`src/rtl/hdmi_pattern_gen.sv`:
```
// Free-running raster timing generator with synthetic test patterns, emitting
// the hdmi_pack bundle {clk, hsync, vsync, de, r, g, b, x, y}.
module hdmi_pattern_gen #(
    parameter int   H_ACT  = 1280,
    parameter int   H_FP   = 110,
    parameter int   H_SYNC = 40,
    parameter int   H_BP   = 220,
    parameter int   V_ACT  = 720,
    parameter int   V_FP   = 5,
    parameter int   V_SYNC = 5,
    parameter int   V_BP   = 20,
    parameter logic HS_POL = 1'b1,
    parameter logic VS_POL = 1'b1,
    localparam int  XW     = $clog2(H_ACT),
    localparam int  YW     = $clog2(V_ACT),
    localparam int  PACK_W = 28 + XW + YW
) (
    input  logic              clk,
    input  logic              rstn,
    input  logic [1:0]        mode,
    input  logic [23:0]       solid_rgb,
    output logic [PACK_W-1:0] o_pack,
    output logic              frame_start
);

    localparam int H_TOTAL = H_ACT + H_FP + H_SYNC + H_BP;
    localparam int V_TOTAL = V_ACT + V_FP + V_SYNC + V_BP;
    localparam int HW      = $clog2(H_TOTAL);
    localparam int VW      = $clog2(V_TOTAL);

    localparam logic [HW-1:0] H_ACT_C  = HW'(H_ACT);
    localparam logic [HW-1:0] H_SS_C   = HW'(H_ACT + H_FP);
    localparam logic [HW-1:0] H_SE_C   = HW'(H_ACT + H_FP + H_SYNC);
    localparam logic [HW-1:0] H_LAST_C = HW'(H_TOTAL - 1);
    localparam logic [HW-1:0] BAR_W_C  = HW'(H_ACT / 8);
    localparam logic [VW-1:0] V_ACT_C  = VW'(V_ACT);
    localparam logic [VW-1:0] V_SS_C   = VW'(V_ACT + V_FP);
    localparam logic [VW-1:0] V_SE_C   = VW'(V_ACT + V_FP + V_SYNC);
    localparam logic [VW-1:0] V_LAST_C = VW'(V_TOTAL - 1);

    logic [HW-1:0] h_cnt_r, h_nxt_s, bar_q_s;
    logic [VW-1:0] v_cnt_r, v_nxt_s;
    logic          h_last_s, v_last_s, wrap_s;
    logic [7:0]    frame_cnt_r;
    logic [1:0]    mode_sh_r;
    logic [23:0]   col_sh_r;
    logic          de_s, hs_s, vs_s;
    logic [2:0]    bar_idx_s;
    logic [7:0]    hx8_s, vy8_s;
    logic [23:0]   pix_s, rgb_s;

    logic          hsync_r, vsync_r, de_r, frame_start_r;
    logic [23:0]   rgb_r;
    logic [XW-1:0] x_r;
    logic [YW-1:0] y_r;

    function automatic logic [23:0] bar_colour(input logic [2:0] idx);
        case (idx)
            3'd0:    bar_colour = 24'hFFFFFF;
            3'd1:    bar_colour = 24'hFFFF00;
            3'd2:    bar_colour = 24'h00FFFF;
            3'd3:    bar_colour = 24'h00FF00;
            3'd4:    bar_colour = 24'hFF00FF;
            3'd5:    bar_colour = 24'hFF0000;
            3'd6:    bar_colour = 24'h0000FF;
            default: bar_colour = 24'h000000;
        endcase
    endfunction

    // Counter next-state and wrap detection.
    always_comb begin
        h_last_s = (h_cnt_r == H_LAST_C);
        v_last_s = (v_cnt_r == V_LAST_C);
        wrap_s   = h_last_s && v_last_s;
        if (h_last_s) begin
            h_nxt_s = {HW{1'b0}};
            if (v_last_s) begin
                v_nxt_s = {VW{1'b0}};
            end else begin
                v_nxt_s = v_cnt_r + VW'(1);
            end
        end else begin
            h_nxt_s = h_cnt_r + HW'(1);
            v_nxt_s = v_cnt_r;
        end
    end

    // Sync/active decode and pattern selection from the current counters.
    always_comb begin
        de_s  = (h_cnt_r < H_ACT_C) && (v_cnt_r < V_ACT_C);
        hs_s  = ((h_cnt_r >= H_SS_C) && (h_cnt_r < H_SE_C)) ? HS_POL : ~HS_POL;
        vs_s  = ((v_cnt_r >= V_SS_C) && (v_cnt_r < V_SE_C)) ? VS_POL : ~VS_POL;
        hx8_s = 8'(h_cnt_r);
        vy8_s = 8'(v_cnt_r);
        bar_q_s = h_cnt_r / BAR_W_C;
        if (bar_q_s > HW'(7)) begin
            bar_idx_s = 3'd7;
        end else begin
            bar_idx_s = bar_q_s[2:0];
        end
        case (mode_sh_r)
            2'd0:    pix_s = bar_colour(bar_idx_s);
            2'd1:    pix_s = {hx8_s, vy8_s, frame_cnt_r};
            2'd2:    pix_s = col_sh_r;
            2'd3:    pix_s = (hx8_s[5] ^ vy8_s[5]) ? 24'hFFFFFF : 24'h000000;
            default: pix_s = 24'h000000;
        endcase
        if (de_s) begin
            rgb_s = pix_s;
        end else begin
            rgb_s = 24'h000000;
        end
    end

    // Raster counters, frame counter and per-frame shadow of the pattern controls.
    always_ff @(posedge clk or negedge rstn) begin
        if (!rstn) begin
            h_cnt_r     <= {HW{1'b0}};
            v_cnt_r     <= {VW{1'b0}};
            frame_cnt_r <= 8'd0;
            mode_sh_r   <= 2'd0;
            col_sh_r    <= 24'h000000;
        end else begin
            h_cnt_r <= h_nxt_s;
            v_cnt_r <= v_nxt_s;
            if (wrap_s) begin
                frame_cnt_r <= frame_cnt_r + 8'd1;
                mode_sh_r   <= mode;
                col_sh_r    <= solid_rgb;
            end
        end
    end

    // Registered pack fields; they describe the counter state of the previous cycle.
    always_ff @(posedge clk or negedge rstn) begin
        if (!rstn) begin
            hsync_r       <= ~HS_POL;
            vsync_r       <= ~VS_POL;
            de_r          <= 1'b0;
            rgb_r         <= 24'h000000;
            x_r           <= {XW{1'b0}};
            y_r           <= {YW{1'b0}};
            frame_start_r <= 1'b0;
        end else begin
            hsync_r       <= hs_s;
            vsync_r       <= vs_s;
            de_r          <= de_s;
            rgb_r         <= rgb_s;
            x_r           <= de_s ? h_cnt_r[XW-1:0] : {XW{1'b0}};
            y_r           <= de_s ? v_cnt_r[YW-1:0] : {YW{1'b0}};
            frame_start_r <= de_s && (h_cnt_r == {HW{1'b0}}) && (v_cnt_r == {VW{1'b0}});
        end
    end

    assign o_pack      = {clk, hsync_r, vsync_r, de_r, rgb_r, x_r, y_r};
    assign frame_start = frame_start_r;

endmodule
```
`config.mk`:
```
export PLATFORM = sky130hd
export DESIGN_NAME = hdmi_pattern_gen
export DESIGN_NICKNAME = d
export VERILOG_FILES = /design/src/rtl/hdmi_pattern_gen.sv
export SDC_FILE = /design/constraint.sdc
export NUM_CORES = 1
export LEC_CHECK = 0
export CORE_ASPECT_RATIO = 0.8
export CORE_MARGIN = 10
export CORE_UTILIZATION = 42
export DETAILED_ROUTE_END_ITERATION = 16
export GPL_ROUTABILITY_DRIVEN = 0
export HOLD_SLACK_MARGIN = 0.12
export PLACE_DENSITY = 0.68
export SYNTH_ARGS = -nofsm -noshare
export SYNTH_HDL_FRONTEND = slang
export SYNTH_SLANG_ARGS = --single-unit
```
`constraint.sdc`:
```
create_clock -name clk -period 1.9 [get_ports clk]
set_input_delay 0.475 -clock clk [delete_from_list [all_inputs] [get_ports clk]]
set_output_delay 0.475 -clock clk [all_outputs]
set_load 0.02 [all_outputs]
```
==> results_dict.tcl, run 1 <==
set metrics [dict create \
    post-route-period-util_pct 105.2 \
    layout.nets 580 \
    ys.flop_type "dfrtp_1" \
    num_antenna_cells 0 \
    pin_count 78 \
    crit_family "simple AND/OR/NAND/NOR gates" \
    synth-edff-count 0 \
    min_to "frame_cnt_r[7]" \
    worst_slack_ns -0.09971 \
    slowest_stage "dfrtp_2" \
    die-area_mm2 0.01632 \
    path_buf_inv 1 \
    rsz0062_at_grt "true" \
    grt_pass1_wl_um 20470 \
    r2r-end "col_sh_r[20]" \
    coreArea_mm2 0.01143 \
    startpoint_type "flop" \
    syn_area_per_cell_um2 11.40 \
    grt_pass1_vias 3900 \
    failed_checks "negative setup slack" \
    drv_cap 0 \
    ff2ff_path_depth 5 \
    required_ns 2.25 \
    synth_simple_gate_area_share_pct 16.17 \
    rows 35 \
    slew_headroom_pct 69.69 \
    num_vias 3808 \
    final_util_pct 59.06 \
    dp.final_hpwl_um 8830 \
    synthToLayoutAreaGrowth_pct 38.72 \
    yosysSeqAreaShare_pct 53.48 \
    cp_data_arrival_time_ns 2.35 \
    antenna_found_initial 0 \
    drive_gt1_share_pct 24.95 \
    grt_max_degree 42 \
    syn_area_mm2 0.004866 \
    synth_top_family_by_area "simple AND/OR/NAND/NOR gates" \
    worst_pin_slew_ns 0.4541 \
    setup_viol 27 \
    worst-path-max-fanout 8 \
    grt_overflow 0 \
    synth_fp_nets 463 \
    fill_cells 920 \
    critPathKind "flop to flop" \
    clk_latency_ns 0.46 \
    syn_inst 427 \
    leakagePower_nw 3.124 \
    place_ws_ns -0.2215 \
    synth.distinct_cells 60 \
    hold_viol 0 \
    cts_tree "yes" \
    maxSlewViolCount 0 \
    synth_compound_area_share_pct 11.52 \
    first_pass_iters 5 \
    totalWireLength_um 13060 \
    critPathMaxStageDelay_ns 0.44 \
    power_mw 4.902 \
    hold_depth 1 \
    drcViolationCount 0 \
    max_freq_mhz 500.1 \
    routedWlPerCell_um 18.73 \
    yosys.area_share.adder_pct 2.057 \
    r2r_slack_ns -0.1 \
    first_iter_violations 256 \
    ys_ff_latch 104 \
    grt_usage_pct 15.61 \
    dieHeight_um 116.3 \
    async_reset_ff_share_pct 100.0 \
    portBuffers 77 \
    ys_warn_count 0 \
    synth_mux_area_share_pct 7.945 \
    p_per_area_mw_per_mm2 726.2 \
    status "finished with violations" \
    clk_pin_slew_worst_paths_ns 0.07 \
    critical_path.cell_chain "nor4_4 -> and3_4 -> and3_4 -> clkbuf_16 -> mux2_4" \
    vias_per_cell 5.463 \
    r2r-start "h_cnt_r[7]" \
    endpoint_kind "flop" \
    synth_xor_area_share_pct 3.060 \
    period_minus_slack_ns 2.000 \
    postRouteAntennaNets 0 \
    vdd_drop_max_mv 0.7213 \
    crit_cells 5 \
    cp_common_cell "and3_4" \
    die_x_um 140.3 \
    start_util_pct 42.57 \
    min_path_type "flop to flop" \
    clock_skew_ns 0.008169 \
    hold_start "frame_cnt_r[7]" \
]
Yosys cell counts (all sizes together) (3+ instances only):
| library cell | number | share of area, % |
|---|---|---|
| o21bai | 3 | 0.46 |
| or3 | 3 | 0.39 |
| xnor2 | 9 | 1.6 |
| nand3 | 9 | 0.93 |
| nand4 | 6 | 0.77 |
| a21oi | 9 | 0.93 |
| a221oi | 13 | 2.7 |
| o21ai | 21 | 2.2 |
| or2 | 3 | 0.39 |
| xor2 | 8 | 1.4 |
| nor3 | 7 | 0.72 |
| nor3b | 8 | 1.2 |
| clkbuf | 19 | 1.5 |
| nor2 | 30 | 2.3 |
| a211oi | 3 | 0.46 |
| nand2 | 30 | 2.3 |
| nor4 | 8 | 1.3 |
| a21o | 3 | 0.49 |
| inv | 14 | 1.1 |
| dfrtp | 104 | 53 |
| buf | 17 | 3.1 |
| ha | 8 | 2.1 |
| o2bb2ai | 9 | 1.6 |
| and3 | 5 | 0.77 |
| mux2 | 28 | 7.9 |
| and2 | 24 | 3.2 |
| and4 | 3 | 0.57 |
timing repair:
item | CTS | global route
resized for setup | 17 | 45
endpoints found under the setup margin | 47 | 77
hold buffers | 1 | 0
endpoints found under the hold margin | 30 | 0
gates cloned | 0 | 2
pin swaps | 3 | 6
buffers inserted | 3 | 5
metrics by stage:
| step | hold WS [ns] | instances | TNS (ns) | area, um2 |
|---|---|---|---|---|
| CTS | 0.4721 | 690 | -0.1852 | 6514 |
| global placement | 0.4352 | 667 | -0.8568 | 6025 |
| floorplan | 0.1794 | 427 | -0.7663 | 4872 |
| finish | 0.4793 | 697 | -2.020 | 6750 |
| detailed placement | 0.4475 | 667 | -2.297 | 6025 |
| global route | 0.4923 | 697 | -2.579 | 6750 |
layout make-up:
cell class	instances	area (um2)	area share (%)
inverter	14	52.55	0.7785
multi-input combinational	273	2066	30.60
clock buffer	13	325.3	4.819
timing repair buffer	138	1394	20.65
sequential	104	2608	38.63
tap	148	185.2	2.743
clock inverter	7	120.1	1.779
flip-flops by register name, indices dropped and copies added (netlist names), 2 cells and up:
register,cells
h_cnt_r,11
x_r,11
frame_cnt_r,8
col_sh_r,24
v_cnt_r,10
mode_sh_r,2
y_r,10
rgb_r,24
worst max path at each step:
stage	start	to
global placement	h_cnt_r[7]	rgb_r[6]
detailed placement	h_cnt_r[7]	rgb_r[7]
CTS	v_cnt_r[1]	col_sh_r[23]
floorplan	h_cnt_r[7]	col_sh_r[10]
finish	h_cnt_r[7]	col_sh_r[20]
global route	h_cnt_r[2]	col_sh_r[2]
cell families (layout without fill, tap and decap cells):
| family | Yosys count | after routing |
|---|---|---|
| buf+inv | 50 | 172 |
| fa+ha+maj | 8 | 8 |
| simple gates | 143 | 143 |
| xor+xnor | 17 | 17 |
| flops | 104 | 104 |
| compound gates | 77 | 77 |
| mux | 28 | 28 |
power breakdown:
group | total [mW] | internal (mW) | leakage (nW) | switching (mW)
Sequential | 2.21 | 2.21 | 1.29 | 0
Clock | 2.58 | 1.65 | 0.215 | 0.927
Combinational | 0.112 | 0.0583 | 1.62 | 0.0533
Total | 4.90 | 3.92 | 3.12 | 0.981
placed cells by master, fill, tap and decap left out, types with 4 or more instances in the layout:
cell type	count
a21oi_1	9
a221oi_1	12
and2_1	21
buf_12	5
buf_4	54
clkbuf_16	15
clkdlybuf4s50_1	38
dfrtp_1	100
dfrtp_2	4
dlygate4sd2_1	7
dlymetal6s2s_1	30
ha_1	7
inv_1	13
mux2_2	6
mux2_4	22
nand2_1	30
nand3_1	9
nand4_1	6
nor2_1	29
nor3_1	7
nor3b_1	8
nor4_1	4
o21ai_0	20
o2bb2ai_1	9
xnor2_1	9
xor2_1	8
routing by layer:
| metal | global-route usage [%] | part of all wire (%) | vias up |
|---|---|---|---|
| li1 | - | - | 1732 |
| met1 | 19.63 | 44 | 1905 |
| met5 | 0 | 0 | - |
| met2 | 23.94 | 47 | 146 |
| met4 | 6.525 | 1.7 | 0 |
| met3 | 5.607 | 6.7 | 25 |
(Power assumes the default switching activity.)
==> run 2: changes to the inputs <==
GPL_ROUTABILITY_DRIVEN = default   (was 0)
==> run 2 against run 1 <==
The flow still finishes with violations (negative setup slack). First-iteration DRC count is 37% higher. Critical path depth stayed put. Highest routed layer unchanged. Total power is 4.9% lower. Sequential power hardly changed. Register-to-register slack better by 0.06 ns. Worst setup slack better by 0.061 ns. Sequential share of layout area hardly changed.
==> results_dict.tcl, run 2 (same netlist as run 1, synthesis figures left out) <==
set metrics [dict create \
    setup_viol 19 \
    num_antenna_cells 0 \
    first_iter_violations 350 \
    p_per_area_mw_per_mm2 690.2 \
    slew_headroom_pct 69.45 \
    start_util_pct 42.57 \
    finalNonFillerCells 696 \
    min_path_type "primary input to async pin" \
    antenna_found_initial 0 \
    coreArea_mm2 0.01143 \
    endpoint_kind "flop" \
    ff2ff_path_depth 5 \
    grt_max_degree 46 \
    clk_pin_slew_worst_paths_ns 0.07 \
    critical_path.cell_chain "and4_2 -> and3_4 -> and3_4 -> buf_12 -> mux2_2" \
    seq_area_mm2 0.002608 \
    status "finished with violations" \
    multi_input_area_mm2 0.002097 \
    dp.final_hpwl_um 8755 \
    grt_usage_pct 15.57 \
    grt_pass1_vias 3842 \
    post-route-period-util_pct 102.1 \
    die_x_um 140.3 \
    routedWlPerCell_um 18.47 \
    layout_common_cells "dfrtp_1 (100), buf_4 (53), clkdlybuf4s50_1 (40)" \
    grt_overflow 0 \
    placed_cells 667 \
    vdd_drop_max_mv 1.138 \
    rsz0062_at_grt "true" \
    rows 35 \
    clock_skew_ns 0.008138 \
    max_freq_mhz 515.7 \
    slowest_stage "dfrtp_1" \
    hold_viol 0 \
    fill_cells 904 \
    maxSlewViolCount 0 \
    place_ws_ns -0.2405 \
    clk_latency_ns 0.46 \
    cts_tree "yes" \
    drv_cap 0 \
    totalWireLength_um 12850 \
    gp_congestion 0.9509 \
    final_common_cell "dfrtp_1" \
    critPathMaxStageDelay_ns 0.50 \
    pin_count 78 \
    postRouteAntennaNets 0 \
    drive_gt1_share_pct 25.36 \
    die-area_mm2 0.01632 \
    grt_pass1_wl_um 20530 \
    synthToLayoutAreaGrowth_pct 38.75 \
    required_ns 2.25 \
    vias_per_cell 5.362 \
    layout.nets 579 \
    leakagePower_nw 3.129 \
    fin_setup_tns_ns -0.3552 \
    failed_checks "negative setup slack" \
    cp_common_cell "and3_4" \
    startpoint_type "flop" \
    first_pass_iters 6 \
    worst_pin_slew_ns 0.4568 \
    portBuffers 77 \
    num_vias 3732 \
    worst-path-max-fanout 9 \
    critPathKind "flop to flop" \
    cp_data_arrival_time_ns 2.29 \
    dieHeight_um 116.3 \
    drcViolationCount 0 \
    reg_top3 "col_sh_r: 24 flops, rgb_r: 24 flops" \
    whs_ns 0.4476 \
    worst_slack_ns -0.03912 \
    period_minus_slack_ns 1.939 \
]
==> run 2: cell types whose count changed in the layout (fill, tap and decap cells not counted), moves of 2 or more <==
cell,delta
bufinv_16,-2
dlygate4sd2_1,-3
clkdlybuf4s50_1,+2
mux2_2,-2
mux2_4,+2
clkinvlp_4,+3
==> run 2: critical path: cells and delay by family, from the launching register on <==
| kind | cells | cell delay (ns) |
|---|---|---|
| muxes | 1 | 0.34 |
| buffers and inverters | 1 | 0.16 |
| DFF | 1 | 0.50 |
| and+or+nand+nor | 3 | 0.82 |
==> run 2: path summary, 6_finish.rpt <==
check,start,to,slack (ns)
max in group asynchronous,rstn,h_cnt_r[7],0.92
worst min-delay path,rstn,x_r[8],0.45
worst max-delay path,h_cnt_r[6],col_sh_r[0],-0.04
worst min register to register,frame_cnt_r[7],frame_cnt_r[7],0.49
worst max register to register,h_cnt_r[6],col_sh_r[0],-0.04
min in group clk,frame_cnt_r[7],frame_cnt_r[7],0.49
==> run 2: where the power goes <==
group          switching [mW]  internal (mW)
clock network           0.916           1.42
logic                  0.0535         0.0587
registers                   0           2.21
==> run 2: what timing repair did <==
action,CTS,global route
hold buffers,1,0
gates resized for setup,16,52
buffers inserted,0,7
pin swaps,2,5
gates cloned,0,2
hold endpoints to repair,19,0
endpoints found under the setup margin,21,76
==> run 2: routing by layer <==
metal	global-route usage (%)	up-vias	share of wire (%)
li1	-	1731	-
met5	0	-	0
met3	5.161	17	6.0
met4	5.151	0	1.5
met1	20.06	1856	45
met2	24.22	128	47
==> run 2: cell type report <==
class	count	share of cell area [%]
Clock buffer	14	5.022
Sequential cell	104	38.62
Timing Repair Buffer	137	20.76
Clock inverter	6	1.019
Inverter	14	0.7784
Tap cell	148	2.743
Multi-Input combinational cell	273	31.06
==> run 2: metrics by stage <==
stage               total power [mW]  util (%)  cell area, um2
detailed placement             2.440     52.82            6037
finish                         4.660     59.07            6751
floorplan                      2.319         -            4872
global placement               2.438     52.82            6037
global route                   4.827     59.07            6751
CTS                            4.713     56.67            6477
==> run 3: changes to the inputs <==
--- a/config.mk
+++ b/config.mk
@@ -6,4 +6,5 @@
 export NUM_CORES = 1
 export LEC_CHECK = 0
+export ABC_CLOCK_PERIOD_IN_PS = 1900
 export CORE_ASPECT_RATIO = 0.8
 export CORE_MARGIN = 10
==> constraint.sdc (replaced) <==
create_clock -name clk -period 1.9 [get_ports clk]
set_input_delay 0.285 -clock clk [delete_from_list [all_inputs] [get_ports clk]]
set_output_delay 0.285 -clock clk [all_outputs]
set_load 0.02 [all_outputs]
==> run 3 against run 2 <==
The flow still finishes with violations (negative setup slack). Non-clock buffer count is 3 lower. Clock-buffer cell count is 1 higher. Final cell count is 0.43% lower. Worst setup slack better by 0.013 ns. Fmax is 0.66% higher. Combinational power hardly changed. Register-to-register slack hardly changed. Critical path type unchanged. Critical endpoint is now col_sh_r[23]. Largest power group unchanged.
==> results_dict.tcl, run 3 (same netlist as run 1, synthesis figures left out) <==
set metrics [dict create \
    start_util_pct 42.57 \
    final_common_cell "dfrtp_1" \
    cp_common_cell "and3_4" \
    rows 35 \
    reg_top3 "col_sh_r: 24 flops, rgb_r: 24 flops" \
    worst_slack_ns -0.02635 \
    failed_checks "negative setup slack" \
    fill_cells 958 \
    die_x_um 140.3 \
    hold_viol 0 \
    rsz0062_at_grt "true" \
    status "finished with violations" \
    power_mw 4.703 \
    coreArea_mm2 0.01143 \
    critical_path.cell_chain "nor4_4 -> and3_4 -> and3_4 -> buf_12 -> mux2_2" \
    layout.nets 576 \
    required_ns 2.24 \
    grt_pass1_vias 3738 \
    vdd_drop_max_mv 0.6474 \
    dp.final_hpwl_um 8885 \
    ff2ff_path_depth 5 \
    critPathMaxStageDelay_ns 0.43 \
    r2r-start "h_cnt_r[2]" \
    grt_max_degree 38 \
    grt_pass1_wl_um 19510 \
    clk_pin_slew_worst_paths_ns 0.07 \
    dieHeight_um 116.3 \
    endpoint_kind "flop" \
    period_minus_slack_ns 1.926 \
    critPathKind "flop to flop" \
    r2r-end "col_sh_r[23]" \
    postRouteAntennaNets 0 \
    gp_congestion 0.9456 \
    multi_input_area_mm2 0.002092 \
    drive_gt1_share_pct 24.40 \
    clock_skew_ns 0.005958 \
    seq_area_mm2 0.002608 \
    worst_pin_slew_ns 0.4992 \
    drcViolationCount 0 \
    crit_start "h_cnt_r[2]" \
    startpoint_type "flop" \
    drv_cap 0 \
    first_iter_violations 243 \
    portBuffers 77 \
    setup_viol 4 \
    placed_area_mm2 0.006027 \
    routedWlPerCell_um 17.50 \
    p_per_area_mw_per_mm2 713.2 \
    post-route-period-util_pct 101.4 \
    path_buf_inv 1 \
    vias_per_cell 5.245 \
    r2r_slack_ns -0.03 \
    first_pass_iters 4 \
    clk_latency_ns 0.45 \
    num_antenna_cells 0 \
    leakagePower_nw 2.904 \
    whs_ns 0.3406 \
    crit_end "col_sh_r[23]" \
    crit_cells 5 \
    slew_headroom_pct 66.72 \
    totalWireLength_um 12130 \
    num_vias 3635 \
    pin_count 78 \
    final_area_mm2 0.006594 \
    cts_tree "yes" \
    maxSlewViolCount 0 \
    synthToLayoutAreaGrowth_pct 35.51 \
    layout_common_cells "dfrtp_1 (100), clkdlybuf4s50_1 (75), buf_4 (53)" \
    die-area_mm2 0.01632 \
    worst-path-max-fanout 16 \
    cp_data_arrival_time_ns 2.26 \
    grt_overflow 0 \
    grt_usage_pct 14.81 \
    antenna_found_initial 0 \
    max_freq_mhz 519.1 \
    min_path_type "primary input to async pin" \
    crit_family "simple AND/OR/NAND/NOR gates" \
    slowest_stage "dfrtp_1" \
]
## run 3: final cells by class
type	count	share of cell area [%]
Clock buffer	15	5.104
Clock inverter	5	1.195
Inverter	14	0.7970
Multi-Input combinational cell	273	31.73
Sequential cell	104	39.54
Tap cell	148	2.808
Timing Repair Buffer	134	18.82
## run 3: worst min-delay path by stage
stage                        endpoint  slack [ns]  depth (start not counted)
final                      h_cnt_r[0]        0.34                          2
after global routing           x_r[8]        0.40                          2
after CTS                  h_cnt_r[0]        0.36                          2
after detailed placement       x_r[9]        0.28                          1
after global placement         x_r[9]        0.29                          1
after floorplan           col_sh_r[0]       -0.01                          0
## run 3: power by group
part | total [mW] | switching (mW) | leakage (nW) | internal [mW]
clock network | 2.38 | 0.868 | 0.208 | 1.51
logic | 0.110 | 0.0524 | 1.40 | 0.0581
registers | 2.21 | 0 | 1.29 | 2.21
## run 3: routing by layer
metal	up-vias	track usage [%]	part of all wire (%)
li1	1723	-	-
met1	1806	19.29	46
met2	93	22.95	47
met3	13	4.998	5.8
met4	0	4.396	1.1
met5	-	0	0
## run 3: timing repair
| action | CTS | global route |
|---|---|---|
| endpoints found under the setup margin | 39 | 45 |
| endpoints found under the hold margin | 33 | 0 |
| hold buffers | 1 | 0 |
| pin swaps | 1 | 6 |
| gates resized for setup | 7 | 19 |
| buffers inserted | 1 | 3 |
## run 3: stage by stage
stage	utilization (%)	TNS (ns)	worst slack, ns	instances
3_5_place_dp	52.73	-2.136	-0.2240	669
4_1_cts	56.66	-0.3948	-0.06612	690
3_3_place_gp	52.73	-1.037	-0.1116	669
6_report	57.69	-0.05836	-0.02635	693
2_1_floorplan	-	-0.7663	-0.04076	427
5_1_grt	57.69	-0.7328	-0.07028	693
